[config.mk]
export PLATFORM = sky130hd
export DESIGN_NAME = registro_de_estado_mealy
export DESIGN_NICKNAME = d
export VERILOG_FILES = /design/src/rtl/mealy2_pkg.sv /design/src/rtl/logica_comb_de_estado.sv /design/src/rtl/registro_de_estado_mealy.sv
export SDC_FILE = /design/constraint.sdc
export NUM_CORES = 1
export LEC_CHECK = 0
export ABC_AREA = 1
export BUFFER_PORTS_ARGS = -buffer_cell sky130_fd_sc_hd__buf_2
export CAP_MARGIN = 10
export CORE_AREA = 2 2 39 41
export CTS_BUF_LIST = sky130_fd_sc_hd__clkbuf_16
export CTS_CLUSTER_DIAMETER = 200
export DETAILED_ROUTE_END_ITERATION = 7
export DIE_AREA = 0 0 41 43
export HOLD_SLACK_MARGIN = 0.08
export PLACE_DENSITY = 0.48
export SKIP_LAST_GASP = 1
export SLEW_MARGIN = 25
export SYNTH_ARGS = -nofsm -noshare
export SYNTH_HDL_FRONTEND = slang
export SYNTH_SLANG_ARGS = --single-unit
[constraint.sdc]
create_clock -name clk -period 0.8 [get_ports clk]
set_input_delay 0.2 -clock clk [delete_from_list [all_inputs] [get_ports clk]]
set_output_delay 0.2 -clock clk [all_outputs]
set_load 0.1 [all_outputs]
[src/rtl/mealy2_pkg.sv]
// ----------------------------------------------------------------------------
// mealy2_pkg
// Shared definitions for the Mealy "four or more consecutive ones" detector.
//   ST_W      : width of the state vector {y1,y2}
//   estado_t  : 2-bit state type
//   ST_S0..3  : number of consecutive valid ones seen, saturating at three
// ----------------------------------------------------------------------------
package mealy2_pkg;

    localparam int ST_W = 2;

    typedef enum logic [ST_W-1:0] {
        ST_S0 = 2'b00,  // no one yet
        ST_S1 = 2'b01,  // one consecutive one
        ST_S2 = 2'b10,  // two consecutive ones
        ST_S3 = 2'b11   // three or more consecutive ones
    } estado_t;

endpackage

[src/rtl/logica_comb_de_estado.sv]
// ----------------------------------------------------------------------------
// logica_comb_de_estado
// Pure next-state function of the sequence detector.
//   i_w          : serial input bit
//   i_w_valid    : i_w is only considered when this is 1
//   i_y1, i_y2   : current state {MSB, LSB}
//   o_estado_sig : next state {y1,y2}
// An invalid cycle holds the state; a valid zero returns to S0; a valid one
// advances and saturates in S3 so that detection is overlapping.
// ----------------------------------------------------------------------------
module logica_comb_de_estado
    import mealy2_pkg::*;
(
    input  logic    i_w,
    input  logic    i_w_valid,
    input  logic    i_y1,
    input  logic    i_y2,
    output estado_t o_estado_sig
);

    estado_t w_estado;

    assign w_estado = estado_t'({i_y1, i_y2});

    always_comb begin
        o_estado_sig = w_estado;
        if (i_w_valid) begin
            if (!i_w) begin
                o_estado_sig = ST_S0;
            end else begin
                case (w_estado)
                    ST_S0:   o_estado_sig = ST_S1;
                    ST_S1:   o_estado_sig = ST_S2;
                    default: o_estado_sig = ST_S3;
                endcase
            end
        end
    end

endmodule

[src/rtl/registro_de_estado_mealy.sv]
// ----------------------------------------------------------------------------
// registro_de_estado_mealy
// State register and next-state stage of the Mealy detector. Feeds the output
// stage, which computes z = w & y1 & y2.
//   clk        : system clock, rising edge
//   reset      : synchronous, active-high; highest priority
//   w          : serial input bit
//   w_valid    : w is sampled only when 1
//   cnt_clr    : synchronous clear of det_count (wins over a detection)
//   y1, y2     : registered state {MSB, LSB}
//   w_out      : w & w_valid, drives the output stage's w
//   det_z      : w_out & y1 & y2, local copy of the downstream z
//   det_count  : saturating count of detections (CNT_W bits)
// Build option: MEALY2_DET_COUNT_EN compiles in the detection counter.
// Without it det_count is tied to 0 and cnt_clr is ignored.
// ----------------------------------------------------------------------------
module registro_de_estado_mealy
    import mealy2_pkg::*;
#(
    parameter int CNT_W = 8
)(
    input  logic             clk,
    input  logic             reset,
    input  logic             w,
    input  logic             w_valid,
    input  logic             cnt_clr,
    output logic             y1,
    output logic             y2,
    output logic             w_out,
    output logic             det_z,
    output logic [CNT_W-1:0] det_count
);

    estado_t r_estado;
    estado_t w_estado_sig;

    logica_comb_de_estado u_logica_comb_de_estado (
        .i_w          (w),
        .i_w_valid    (w_valid),
        .i_y1         (r_estado[1]),
        .i_y2         (r_estado[0]),
        .o_estado_sig (w_estado_sig)
    );

    always_ff @(posedge clk) begin
        if (reset) r_estado <= ST_S0;
        else       r_estado <= w_estado_sig;
    end

    assign y1 = r_estado[1];
    assign y2 = r_estado[0];

    // Gating w with w_valid keeps the downstream z low on invalid cycles.
    assign w_out = w & w_valid;
    assign det_z = w_out & y1 & y2;

`ifdef MEALY2_DET_COUNT_EN
    logic [CNT_W-1:0] r_det_count;

    always_ff @(posedge clk) begin
        if (reset)
            r_det_count <= '0;
        else if (cnt_clr)
            r_det_count <= '0;
        else if (det_z && (r_det_count != {CNT_W{1'b1}}))
            r_det_count <= r_det_count + CNT_W'(1);
    end

    assign det_count = r_det_count;
`else
    // Counter compiled out; cnt_clr is intentionally left without effect.
    logic w_unused_cnt_clr;
    assign w_unused_cnt_clr = cnt_clr;
    assign det_count        = '0;
`endif

endmodule

==> results.txt, run 1 <==
----------------------------------------------------
[Logic synthesis]
  Share of synthesized area spent on multiplexers ... 0
  Flip-flop and latch count after synthesis ... 2
  Fraction of the mapped netlist area in compound gates ... 0.129
  Cell accounting for the most synthesized area ... buf_4
  Largest family of logic cells by synthesized area ... buffers and inverters
  Post-synth cell types ... 11
  Fraction of synthesized cell area in xor and xnor cells ... 0
  Fraction of the mapped netlist area in adder cells ... 0
  Portion of the post-synthesis area used by sequential elements ... 0.242
  Biggest area contributors in the synthesized netlist ... buf_4, dfxtp_1, nand2_1, a21oi_2, inv_1
  Warning count from the yosys run ... 0
  Post-Synthesis Mean Instance Area ... roughly 6.9 um2
  Area share of the leading cell type in the synthesized netlist ... 0.364
  Gate count after technology mapping ... 24
  Synthesized-area fraction occupied by and/or/nand/nor cells ... 0.174
  Post-synthesis instance area ... between 150 and 200 um2

[Floorplan]
  Area of the core region ... 1380 um2
  Standard-cell row count ... 14
  Effective utilization at floorplan ... 0.119
  Die outline height ... 43 um
  Area of the die ... 1760 um2
  Top-level I/O count ... 17
  Width of the die ... just over 40 um

[Outcome]
  Outcome ... finished with violations
  Violations in the final reports ... negative setup slack

[STA]
  Pins Over Slew Limit ... 0
  Post-route minimum period ... around 1.1 ns
  Share of the clock period used by the worst path ... 1.37
  Clk_skew ... 0.00227 ns
  Worst path setup slack after routing ... -0.299 ns
  Setup TNS after final layout ... -0.799 ns
  Final hold viol count ... 0
  Setup repair after global routing missed its margin ... true
  Highest Clock Rate ... 910 MHz
  Min Hold Slack ... around 0.15 ns
  Finish-stage setup viols ... 4

[Worst setup path]
  Critical Path Sink Type ... output port
  Worst path required time ... roughly 0.6 ns
  Maximum cell stage delay along the critical path ... ~0.33 ns
  Crit Path Class ... reg -> out
  Critical path's slowest cell ... dfxtp_4
  Series of cell instances along the critical path ... nand2_2 -> nor2_4 -> buf_12
  Flop2flop setup slack ... -0.03 ns
  Data arrival time of the worst path ... 0.90 ns
  Worst setup SP type ... register
  Worst-path maximum fanout ... 2

[Layout]
  Flip-flop count of the largest register, all copies and words added ... 2
  Antenna diodes ... 0
  Largest registers in the final layout ... r_estado x2
  Post-Layout Cell Count ... 55
  Synth-to-Final Area Change ... 152%
  Layout cells sized above 1 ... 0.667
  Count of fill cells added during filler insertion ... roughly 150
  Cell area after layout ... about 420 um2
  Top reg by flops ... r_estado
  Number of nets in the finished design ... 46
  Area taken by multi-input logic gates ... around 100 um2
  Area taken by flip-flops and latches ... around 48 um2

[Pwr]
  Post-layout total power ... 0.00116 W
  Leakage power ... around 0.20 nW
  Power density over the cells ... roughly 2800 nW/um2
  Maximum vdd ir drop ... about 830 uV

[Clock tree]
  Maximum buffer depth of the clock tree ... 2
  Hold-fix buffers, CTS ... 0
  CTS HTree Levels ... 1
  Clock tree from TritonCTS ... yes
  CTS Sinks ... 2
  Clock buffers created by TritonCTS ... 3
  Root buffer cell ... clkbuf_16
  Clock latency reported for the late side of the worst-skew pair ... 0.22 ns
  CTS clk-pin slew, worst paths ... ~0.03 ns

[Placement]
  Placed wire-length estimate ... 268 um
  Port buffer count ... 7
  Total placed instance area ... ~300 um2
  Final estimated routing congestion in global placement ... ~0.57
  Cell Count Post-Placement ... 50

[Detailed routing]
  Via count ... approximately 170
  Drt drc ... 0
  Antenna-violating nets left ... 0
  Final routed wirelength across all metal layers ... 323 um
  First DRT Iteration DRCs ... 0
  Number of vias per cell ... roughly 3.1
  Final routed wire length divided by cell count ... 5.87 um
  Number of search-and-repair iterations in the first detailed-routing pass ... 1

[Global routing]
  Wire length of the first global-routing pass ... between 400 and 500 um
  GRT Residual Overflow ... 0
  Number of antenna violations at the first check in global routing ... 0
  Pin count of the biggest net entering global routing ... 4
  Global-route usage over all layers ... 0.0481
  Vias in the first global route ... 133

[Run]
  Max-capacitance violation count ... 0

[Worst hold path]
  Kind of path behind the tightest hold check ... in -> reg

----------------------------------------------------
[logic make-up (layout without fill, tap and decap cells)]
kind of cell           after synthesis  after routing
AND/OR/NAND/NOR                      7              7
other                                1              8
AO/OA/AOI/OAI                        3              3
flip-flops                           2              2
buffers and inverters               11             19
[placed cells by master, fill, tap and decap left out]
cell and count:
a21oi_1 1, a21oi_2 1, buf_12 4, buf_2 1
buf_4 4, buf_6 4, clkbuf_16 3, conb_1 8
dfxtp_4 2, inv_1 2, inv_2 1, nand2_1 1
nand2_2 4, nand2_4 1, nor2_4 1, o21bai_1 1
[layer usage]
metal | global-route usage | up-vias | part of all wire
li1 | - | 87 | -
met1 | 0.0383 | 80 | 0.29
met2 | 0.0656 | 5 | 0.64
met3 | 0.0314 | 0 | 0.062
met4 | 0.0600 | 0 | 0
met5 | 0 | - | 0
[report_power, final]
group | internal, W | switching, W | total (W)
Clock | 0.000635 | 0.000104 | 0.000739
Combinational | 0.0000682 | 0.000247 | 0.000315
Sequential | 0.000102 | 0.00000444 | 0.000106
Total | 0.000805 | 0.000355 | 0.00116
[timing repair]
action,CTS,global route
gates resized for setup,6,2
setup buffers,2,1
endpoints found under the setup margin,5,5
pin swaps,2,2
[per-stage QoR]
stage,util,worst slack [ns]
final,0.301,-0.299
after global routing,0.301,-0.321
after CTS,0.298,-0.308
after detailed placement,0.218,-0.0780
after global placement,0.218,-0.0776
after floorplan,-,-0.531
[worst max-delay path, delay by kind of cell (launching register included)]
kind,cells,cell delay (ns)
flops,1,0.33
buf+inv,1,0.18
simple gates,2,0.17
[synthesized netlist by cell type (all sizes together)]
library cell and number:
conb 1, nand2 6, a21oi 2, inv 3, nor2 1, buf 8
o21bai 1, dfxtp 2
[area by class of cell]
class                           count  share of cell area
Timing Repair Buffer               13               0.384
Multi-Input combinational cell     18               0.246
Clock buffer                        3               0.180
Sequential cell                     2               0.114
Tap cell                           16              0.0480
Inverter                            3              0.0270
[worst paths after layout]
kind,startpoint,to,cells after the start
hold / removal,reset,r_estado[0]$_SDFFE_PP0P_,2
setup / recovery,r_estado[1]$_SDFFE_PP0P_,det_z,3
setup reg to reg,r_estado[0]$_SDFFE_PP0P_,r_estado[0]$_SDFFE_PP0P_,5
hold reg to reg,r_estado[0]$_SDFFE_PP0P_,r_estado[1]$_SDFFE_PP0P_,3
No activity file was read; power rests on OpenSTA's default activity.
==> run 2: changes to the inputs <==
--- a/config.mk
+++ b/config.mk
@@ -5,7 +5,6 @@
 export SDC_FILE = /design/constraint.sdc
 export NUM_CORES = 1
 export LEC_CHECK = 0
-export ABC_AREA = 1
 export BUFFER_PORTS_ARGS = -buffer_cell sky130_fd_sc_hd__buf_2
 export CAP_MARGIN = 10
 export CORE_AREA = 2 2 39 41
@@ -14,7 +13,7 @@
 export DETAILED_ROUTE_END_ITERATION = 7
 export DIE_AREA = 0 0 41 43
 export HOLD_SLACK_MARGIN = 0.08
-export PLACE_DENSITY = 0.48
+export PLACE_DENSITY = 0.47
 export SKIP_LAST_GASP = 1
 export SLEW_MARGIN = 25
 export SYNTH_ARGS = -nofsm -noshare
==> run 2 against run 1 <==
Effect of this change:
- register-to-register slack better by 0.05 ns
- via count down 7.0%
- the run still ends with negative setup slack left
- combinational power down 3%
- critical path depth down 1
- clock-buffer cell count unchanged
==> results.txt, run 2 <==
----------------------------------------------------
[Layout]
  Top reg by flops ... r_estado
  Area taken by multi-input logic gates ... 96.3 um2 (-6.1%)
  Flip-flop count of the largest register, all copies and words added ... 2 (unchanged)
  Largest registers in the final layout ... r_estado x2
  Count of fill cells added during filler insertion ... 146 (-0.68%)
  Most frequent standard cell in the layout excluding fill and tap cells ... conb_1
  Area taken by flip-flops and latches ... 47.5 um2 (unchanged)
  Number of nets in the finished design ... 41 (-11%)
  Antenna diodes ... 0 (unchanged)
  Final core utilization ... 0.280 (-0.0208)
  Top library cells by usage in the layout, fill and taps aside ... conb_1, buf_12, buf_4, clkbuf_16, buf_6
  Layout cells sized above 1 ... 0.618 (-0.0490)
  Synth-to-Final Area Change ... 148%

[Global routing]
  GRT met2 Usage ... 0.0531 (-0.0125)
  Number of antenna violations at the first check in global routing ... 0 (unchanged)
  Wire length of the first global-routing pass ... 483 um (-2.6%)
  Global routing met3 resource utilization ... 0.0628 (+0.0314)
  Global-route usage over all layers ... 0.0440 (-0.00405)
  Vias in the first global route ... 124 (-6.8%)
  GRT Residual Overflow ... 0 (unchanged)
  Peak-usage layer in the global routing report ... met3
  Global routing usage on met1 ... 0.0478 (+0.00943)
  Pin count of the biggest net entering global routing ... 5 (+1)

[STA]
  Setup repair after global routing missed its margin ... true
  Min Hold Slack ... 0.164 ns (+0.0149 ns)
  Worst path setup slack after routing ... -0.313 ns (-0.0137 ns)
  Post-route minimum period ... 1.11 ns (+0.0137 ns)
  Highest Clock Rate ... 898 MHz (-1.2%)
  Clk_skew ... 0.000921 ns (-0.00135 ns)
  Pins Over Slew Limit ... 0 (unchanged)
  Final hold viol count ... 0 (unchanged)
  Finish-stage setup viols ... 4 (unchanged)
  Share of the clock period used by the worst path ... 1.39 (+0.0171)

[Logic synthesis]
  Commonest cells post-synth ... buf_4, a21oi_1, dfxtp_1, nor2b_1
  Cell accounting for the most synthesized area ... buf_4
  Gate count after technology mapping ... 20 (-17%)
  Post-synthesis instance area ... 156 um2 (-5.3%)
  Warning count from the yosys run ... 0 (unchanged)
  Post-Synthesis Mean Instance Area ... 7.82 um2 (+14%)
  Post-synth cell types ... 10 (-1)
  Share of flip-flops with an asynchronous set or reset after synthesis ... 0 (unchanged)
  Primary flip-flop cell chosen by synthesis mapping ... dfxtp_1
  Flip-flop and latch count after synthesis ... 2 (unchanged)
  Biggest area contributors in the synthesized netlist ... buf_4, dfxtp_1, nor2b_1, a21oi_1, and2_4
  Area share of the leading cell type in the synthesized netlist ... 0.384 (+0.0204)
  Most frequent cell after synthesis ... buf_4
  Number of flops mapped to enable cells by yosys ... 0 (unchanged)
  Portion of the post-synthesis area used by sequential elements ... 0.256 (+0.0136)

[Worst setup path]
  Bufs and invs on worst path ... 1 (unchanged)
  Crit Path Class ... reg -> out
  Series of cell instances along the critical path ... and3_4 -> buf_12
  Critical Path Sink Type ... output port
  Worst-path maximum fanout ... 3 (+1)
  Data arrival time of the worst path ... 0.91 ns (about the same)
  Maximum cell stage delay along the critical path ... 0.34 ns (about the same)
  Worst path top cell family by delay ... flip-flops
  Worst setup SP type ... register
  Critical path's slowest cell ... dfxtp_4
  Worst path required time ... 0.60 ns (about the same)

[Pwr]
  Part of the total power dissipated in combinational logic ... 0.266 (-0.006)
  Power density over the cells ... 2950 nW/um2 (+6.0%)
  Post-layout total power ... 0.00115 W (-1.3%)
  Leakage power ... 0.179 nW (-9.4%)
  Clk network pwr share ... 0.642 (+0.005)
  Seq pwr share ... 0.092 (about the same)
  Switching share of power ... 0.301 (-0.00548)
  Cell Int Power ... 0.000801 W (-0.50%)
  Maximum vdd ir drop ... 2090 uV (+150%)
  Power spent charging and discharging nets ... 0.000344 W (-3.0%)

[Detailed routing]
  First DRT Iteration DRCs ... 1 (+1)
  Number of search-and-repair iterations in the first detailed-routing pass ... 2 (+1)
  Number of vias per cell ... 3.20 (+2.3%)
  Final routed wire length divided by cell count ... 7.24 um (+23%)
  Final routed wirelength across all metal layers ... 362 um (+12%)
  Via count ... 160 (-7.0%)
  Antenna-violating nets left ... 0 (unchanged)
  Drt drc ... 0 (unchanged)

[Clock tree]
  Clock tree from TritonCTS ... yes
  Maximum buffer depth of the clock tree ... 2 (unchanged)
  CTS Sinks ... 2 (unchanged)
  Clock buffers created by TritonCTS ... 3 (unchanged)
  Hold-fix buffers, CTS ... 0 (unchanged)
  CTS HTree Levels ... 1 (unchanged)
  Clock latency reported for the late side of the worst-skew pair ... 0.22 ns (about the same)
  Root buffer cell ... clkbuf_16
  CTS clk-pin slew, worst paths ... 0.03 ns (about the same)

[Floorplan]
  Area of the die ... 1760 um2 (unchanged)
  Area of the core region ... 1380 um2 (unchanged)
  Width of the die ... 41 um (unchanged)
  Standard-cell row count ... 14 (unchanged)
  Effective utilization at floorplan ... 0.113 (-0.00633)
  Top-level I/O count ... 17 (unchanged)
  Die outline height ... 43 um (unchanged)

[Run]
  Max-capacitance violation count ... 0 (unchanged)

[Placement]
  Final estimated routing congestion in global placement ... 0.637 (+12%)
  Port buffer count ... 7 (unchanged)
  Setup Slack @ Placement ... -0.178 ns (-0.100 ns)

[Outcome]
  Outcome ... finished with violations
  Violations in the final reports ... negative setup slack

[Worst hold path]
  Kind of path behind the tightest hold check ... in -> reg

----------------------------------------------------
==> run 2: cell types whose count changed after synthesis, sizes merged <==
| cell | before | now |
|---|---|---|
| o21bai | 1 | 0 |
| and3 | 0 | 1 |
| nand2 | 6 | 0 |
| nor2b | 0 | 2 |
| and2 | 0 | 1 |
| nor3 | 0 | 1 |
| nand2b | 0 | 1 |
| inv | 3 | 0 |
==> run 2: path summary, 6_finish.rpt <==
kind | startpoint | endpoint | slack, ns | depth (start not counted)
hold reg to reg | r_estado[0]$_SDFFE_PP0P_ | r_estado[0]$_SDFFE_PP0P_ | 0.57 | 3
setup / recovery | r_estado[1]$_SDFFE_PP0P_ | det_z | -0.31 | 2
setup reg to reg | r_estado[0]$_SDFFE_PP0P_ | r_estado[1]$_SDFFE_PP0P_ | 0.02 | 3
hold / removal | reset | r_estado[0]$_SDFFE_PP0P_ | 0.16 | 2
==> run 2: area by class of cell <==
class                           count  share of cell area
Timing Repair Buffer               12               0.384
Multi-Input combinational cell     17               0.248
Clock buffer                        3               0.194
Sequential cell                     2               0.123
Tap cell                           16              0.0516
==> run 2: worst register-to-register path, delay by kind of cell, from the launching register on <==
family                 cells  cell delay (ns)
flip-flops                 1             0.34
AND/OR/NAND/NOR            1             0.05
AO/OA/AOI/OAI              1             0.13
buffers and inverters      1             0.14
==> run 2: power by group through the flow <==
stage	registers (W)	logic, W	clock network (W)
final	0.000105	0.000305	0.000735
after global routing	0.000106	0.000314	0.000767
after CTS	0.000105	0.000293	0.000752
after detailed placement	0.000106	0.000288	0
after global placement	0.000106	0.000288	0
after floorplan	0.000138	0.000228	0
==> run 2: kinds of logic after synthesis <==
logic type	share of synthesized area
simple gates	0.272
compound gates	0.0640
buf+inv	0.384
flops	0.256
other cells	0.0240
==> run 2: timing repair <==
item                                   in CTS  in global routing
pin swaps                                   2                  2
endpoints found under the hold margin       0                  0
setup buffers                               0                  1
gates resized for setup                     2                  3
setup endpoints to repair                   4                  5
cloned                                      0                  0
==> run 2: through the flow <==
step,cell area [um2],std cells,TNS [ns]
3_3_place_gp,280,46,-0.500
4_1_cts,365,49,-0.935
2_1_floorplan,195,27,-0.474
5_1_grt,388,50,-1.02
3_5_place_dp,280,46,-0.485
6_report,388,50,-0.933
==> run 2: per-layer routing <==
layer / part of all wire / up-vias / routed length [um]
met3: 0.12 / 0 / 42
li1: - / 76 / -
met2: 0.55 / 9 / 198
met1: 0.33 / 75 / 121
met4: 0 / 0 / 0
met5: 0 / - / 0
==> run 3: changes to the inputs <==
--- a/config.mk
+++ b/config.mk
@@ -6,7 +6,7 @@
 export NUM_CORES = 1
 export LEC_CHECK = 0
 export BUFFER_PORTS_ARGS = -buffer_cell sky130_fd_sc_hd__buf_2
-export CAP_MARGIN = 10
+export CAP_MARGIN = 20
 export CORE_AREA = 2 2 39 41
 export CTS_BUF_LIST = sky130_fd_sc_hd__clkbuf_16
 export CTS_CLUSTER_DIAMETER = 200
==> constraint.sdc (replaced) <==
create_clock -name clk -period 1.4 [get_ports clk]
set_input_delay 0.35 -clock clk [delete_from_list [all_inputs] [get_ports clk]]
set_output_delay 0.35 -clock clk [all_outputs]
set_load 0.1 [all_outputs]
==> run 3 against run 2 <==
Effect of this change:
- the flow now finishes without violations
- register-to-register slack improved by 0.59 ns
- worst hold slack improved by 0.13 ns
- via count decreased by 18%
- critical path depth increased by 2
- power decreased by 44%
- critical path type is now in -> out
- critical endpoint unchanged
- largest power group unchanged
==> results.txt, run 3 (synthesis results as in run 2) <==
----------------------------------------------------
[STA]
  Share of the clock period used by the worst path ... 0.947
  Min Hold Slack ... 0.296 ns (+0.132 ns)
  Post-route minimum period ... around 1.3 ns
  Final hold viol count ... 0 (unchanged)
  Pins Over Slew Limit ... 0 (unchanged)
  Finish-stage setup viols ... 0 (-4)
  Clk_skew ... 0.0000483 ns (-0.000873 ns)
  Setup repair after global routing missed its margin ... false
  Highest Clock Rate ... 754 MHz

[Pwr]
  Leakage power ... 0.146 nW (-19%)
  Power density over the cells ... 1970 nW/um2 (-33%)
  Switching share of power ... 0.305 (+0.00454)
  Seq pwr share ... 0.097 (+0.005)
  Cell Int Power ... 0.000445 W (-44%)
  Part of the total power dissipated in combinational logic ... 0.242 (-0.024)
  Maximum vdd ir drop ... 584 uV (-72%)
  Power spent charging and discharging nets ... 0.000195 W (-43%)
  Clk network pwr share ... 0.661 (+0.019)

[Detailed routing]
  Final routed wirelength across all metal layers ... 296 um (-18%)
  Final routed wire length divided by cell count ... 6.58 um (-9.1%)
  Via count ... 132 (-18%)
  Antenna-violating nets left ... 0 (unchanged)
  First DRT Iteration DRCs ... 1 (unchanged)
  Number of vias per cell ... 2.93 (-8.3%)
  Drt drc ... 0 (unchanged)
  Number of search-and-repair iterations in the first detailed-routing pass ... 2 (unchanged)

[Worst setup path]
  Worst setup SP type ... input port
  Data arrival time of the worst path ... 0.98 ns (+0.07 ns)
  End of the worst register-to-register path ... r_estado[0]$_SDFFE_PP0P_
  Series of cell instances along the critical path ... buf_2 -> and2_4 -> and3_4 -> buf_12
  Maximum cell stage delay along the critical path ... 0.19 ns (-0.15 ns)
  Worst-path maximum fanout ... 4 (+1)
  Worst path required time ... 1.05 ns (+0.45 ns)
  Critical Path Sink Type ... output port
  Critical path's slowest cell ... and3_4
  Flop2flop setup slack ... 0.61 ns (+0.59 ns)
  Worst-case reg-to-reg path depth ... 3 (unchanged)
  RR Startpoint ... r_estado[1]$_SDFFE_PP0P_
  Crit Path Class ... in -> out

[Clock tree]
  Cells resized by post-CTS repair ... 0 (-2)
  Clock tree from TritonCTS ... yes
  Maximum buffer depth of the clock tree ... 2 (unchanged)
  Number of setup buffers added after CTS ... 0 (unchanged)
  CTS Sinks ... 2 (unchanged)
  CTS HTree Levels ... 1 (unchanged)
  Clock latency reported for the late side of the worst-skew pair ... 0.22 ns (about the same)
  CTS clk-pin slew, worst paths ... 0.03 ns (about the same)
  Clock buffers created by TritonCTS ... 3 (unchanged)
  Hold-fix buffers, CTS ... 0 (unchanged)
  Root buffer cell ... clkbuf_16

[Floorplan]
  Area of the die ... 1760 um2 (unchanged)
  Width of the die ... 41 um (unchanged)
  Effective utilization at floorplan ... 0.113 (unchanged)
  Area of the core region ... 1380 um2 (unchanged)
  Die outline height ... 43 um (unchanged)
  Standard-cell row count ... 14 (unchanged)
  Top-level I/O count ... 17 (unchanged)

[Global routing]
  Number of antenna violations at the first check in global routing ... 0 (unchanged)
  Vias in the first global route ... 137 (+10%)
  Global-route usage over all layers ... 0.0481 (+0.00410)
  Wire length of the first global-routing pass ... 496 um (+2.7%)
  GRT Residual Overflow ... 0 (unchanged)
  Pin count of the biggest net entering global routing ... 6 (+1)

[Layout]
  Layout cells sized above 1 ... 0.483 (-0.135)
  Flip-flop count of the largest register, all copies and words added ... 2 (unchanged)
  Number of nets in the finished design ... 36 (-12%)
  Synth-to-Final Area Change ... 108%
  Count of fill cells added during filler insertion ... 151 (+3.4%)
  Top reg by flops ... r_estado
  Final core utilization ... 0.235 (-0.0452)
  Top library cells by usage in the layout, fill and taps aside ... conb_1, buf_12, clkbuf_16, buf_2
  Largest registers in the final layout ... r_estado x2
  Most frequent standard cell in the layout excluding fill and tap cells ... conb_1
  Antenna diodes ... 0 (unchanged)

[Worst hold path]
  Kind of path behind the tightest hold check ... in -> reg
  Worst hold path stage count ... 2 (unchanged)
  Worst hold path startpoint ... reset
  Worst hold endpoint ... r_estado[0]$_SDFFE_PP0P_

[Run]
  Max-capacitance violation count ... 0 (unchanged)

[Placement]
  Final estimated routing congestion in global placement ... 0.523 (-18%)
  Port buffer count ... 7 (unchanged)

[Outcome]
  Outcome ... finished, final reports clean

----------------------------------------------------
-- run 3: stage by stage --
stage | area [um2] | setup slack (ns) | instances | power (W) | TNS (ns)
6_report | 325 | 0.0736 | 45 | 0.000640 | 0
5_1_grt | 325 | 0.0459 | 45 | 0.000661 | 0
4_1_cts | 325 | 0.0676 | 45 | 0.000648 | 0
3_5_place_dp | 250 | 0.0676 | 42 | 0.000218 | 0
3_3_place_gp | 250 | 0.0706 | 42 | 0.000218 | 0
2_1_floorplan | 195 | -0.0568 | 27 | 0.000209 | -0.0568
-- run 3: final cells by class --
type,instances,area (um2),share of cell area
Sequential cell,2,47.5,0.146
Clock buffer,3,75.1,0.231
Timing Repair Buffer,7,95.1,0.292
Tap cell,16,20.0,0.0615
Multi-Input combinational cell,17,87.6,0.269
-- run 3: worst max-delay path: cells and delay by family --
kind / cells / cell delay, ns
buf+inv: 2 / 0.27
simple gates: 2 / 0.35
-- run 3: how the worst max path moves through the flow --
stage / cells past startpoint / to / startpoint / slack [ns]
finish: 4 / det_z / w_valid / 0.07
global placement: 4 / det_z / w_valid / 0.07
CTS: 4 / det_z / w_valid / 0.07
detailed placement: 4 / det_z / w_valid / 0.07
floorplan: 2 / det_z / w / -0.06
global route: 4 / det_z / w_valid / 0.05
-- run 3: metal layers --
metal  GRT usage  up-vias  wire (um)
met1      0.0513       51        108
met3      0.0366        2         69
met4      0.0600        0         14
li1            -       66          -
met2      0.0500       13        103
met5           0        -          0
-- run 3: power groups by stage --
stage	Clock (W)	Sequential (W)	Combinational, W
2_1_floorplan	0	0.0000790	0.000130
3_3_place_gp	0	0.0000627	0.000155
3_5_place_dp	0	0.0000628	0.000155
4_1_cts	0.000431	0.0000622	0.000155
5_1_grt	0.000437	0.0000629	0.000160
6_report	0.000423	0.0000620	0.000155
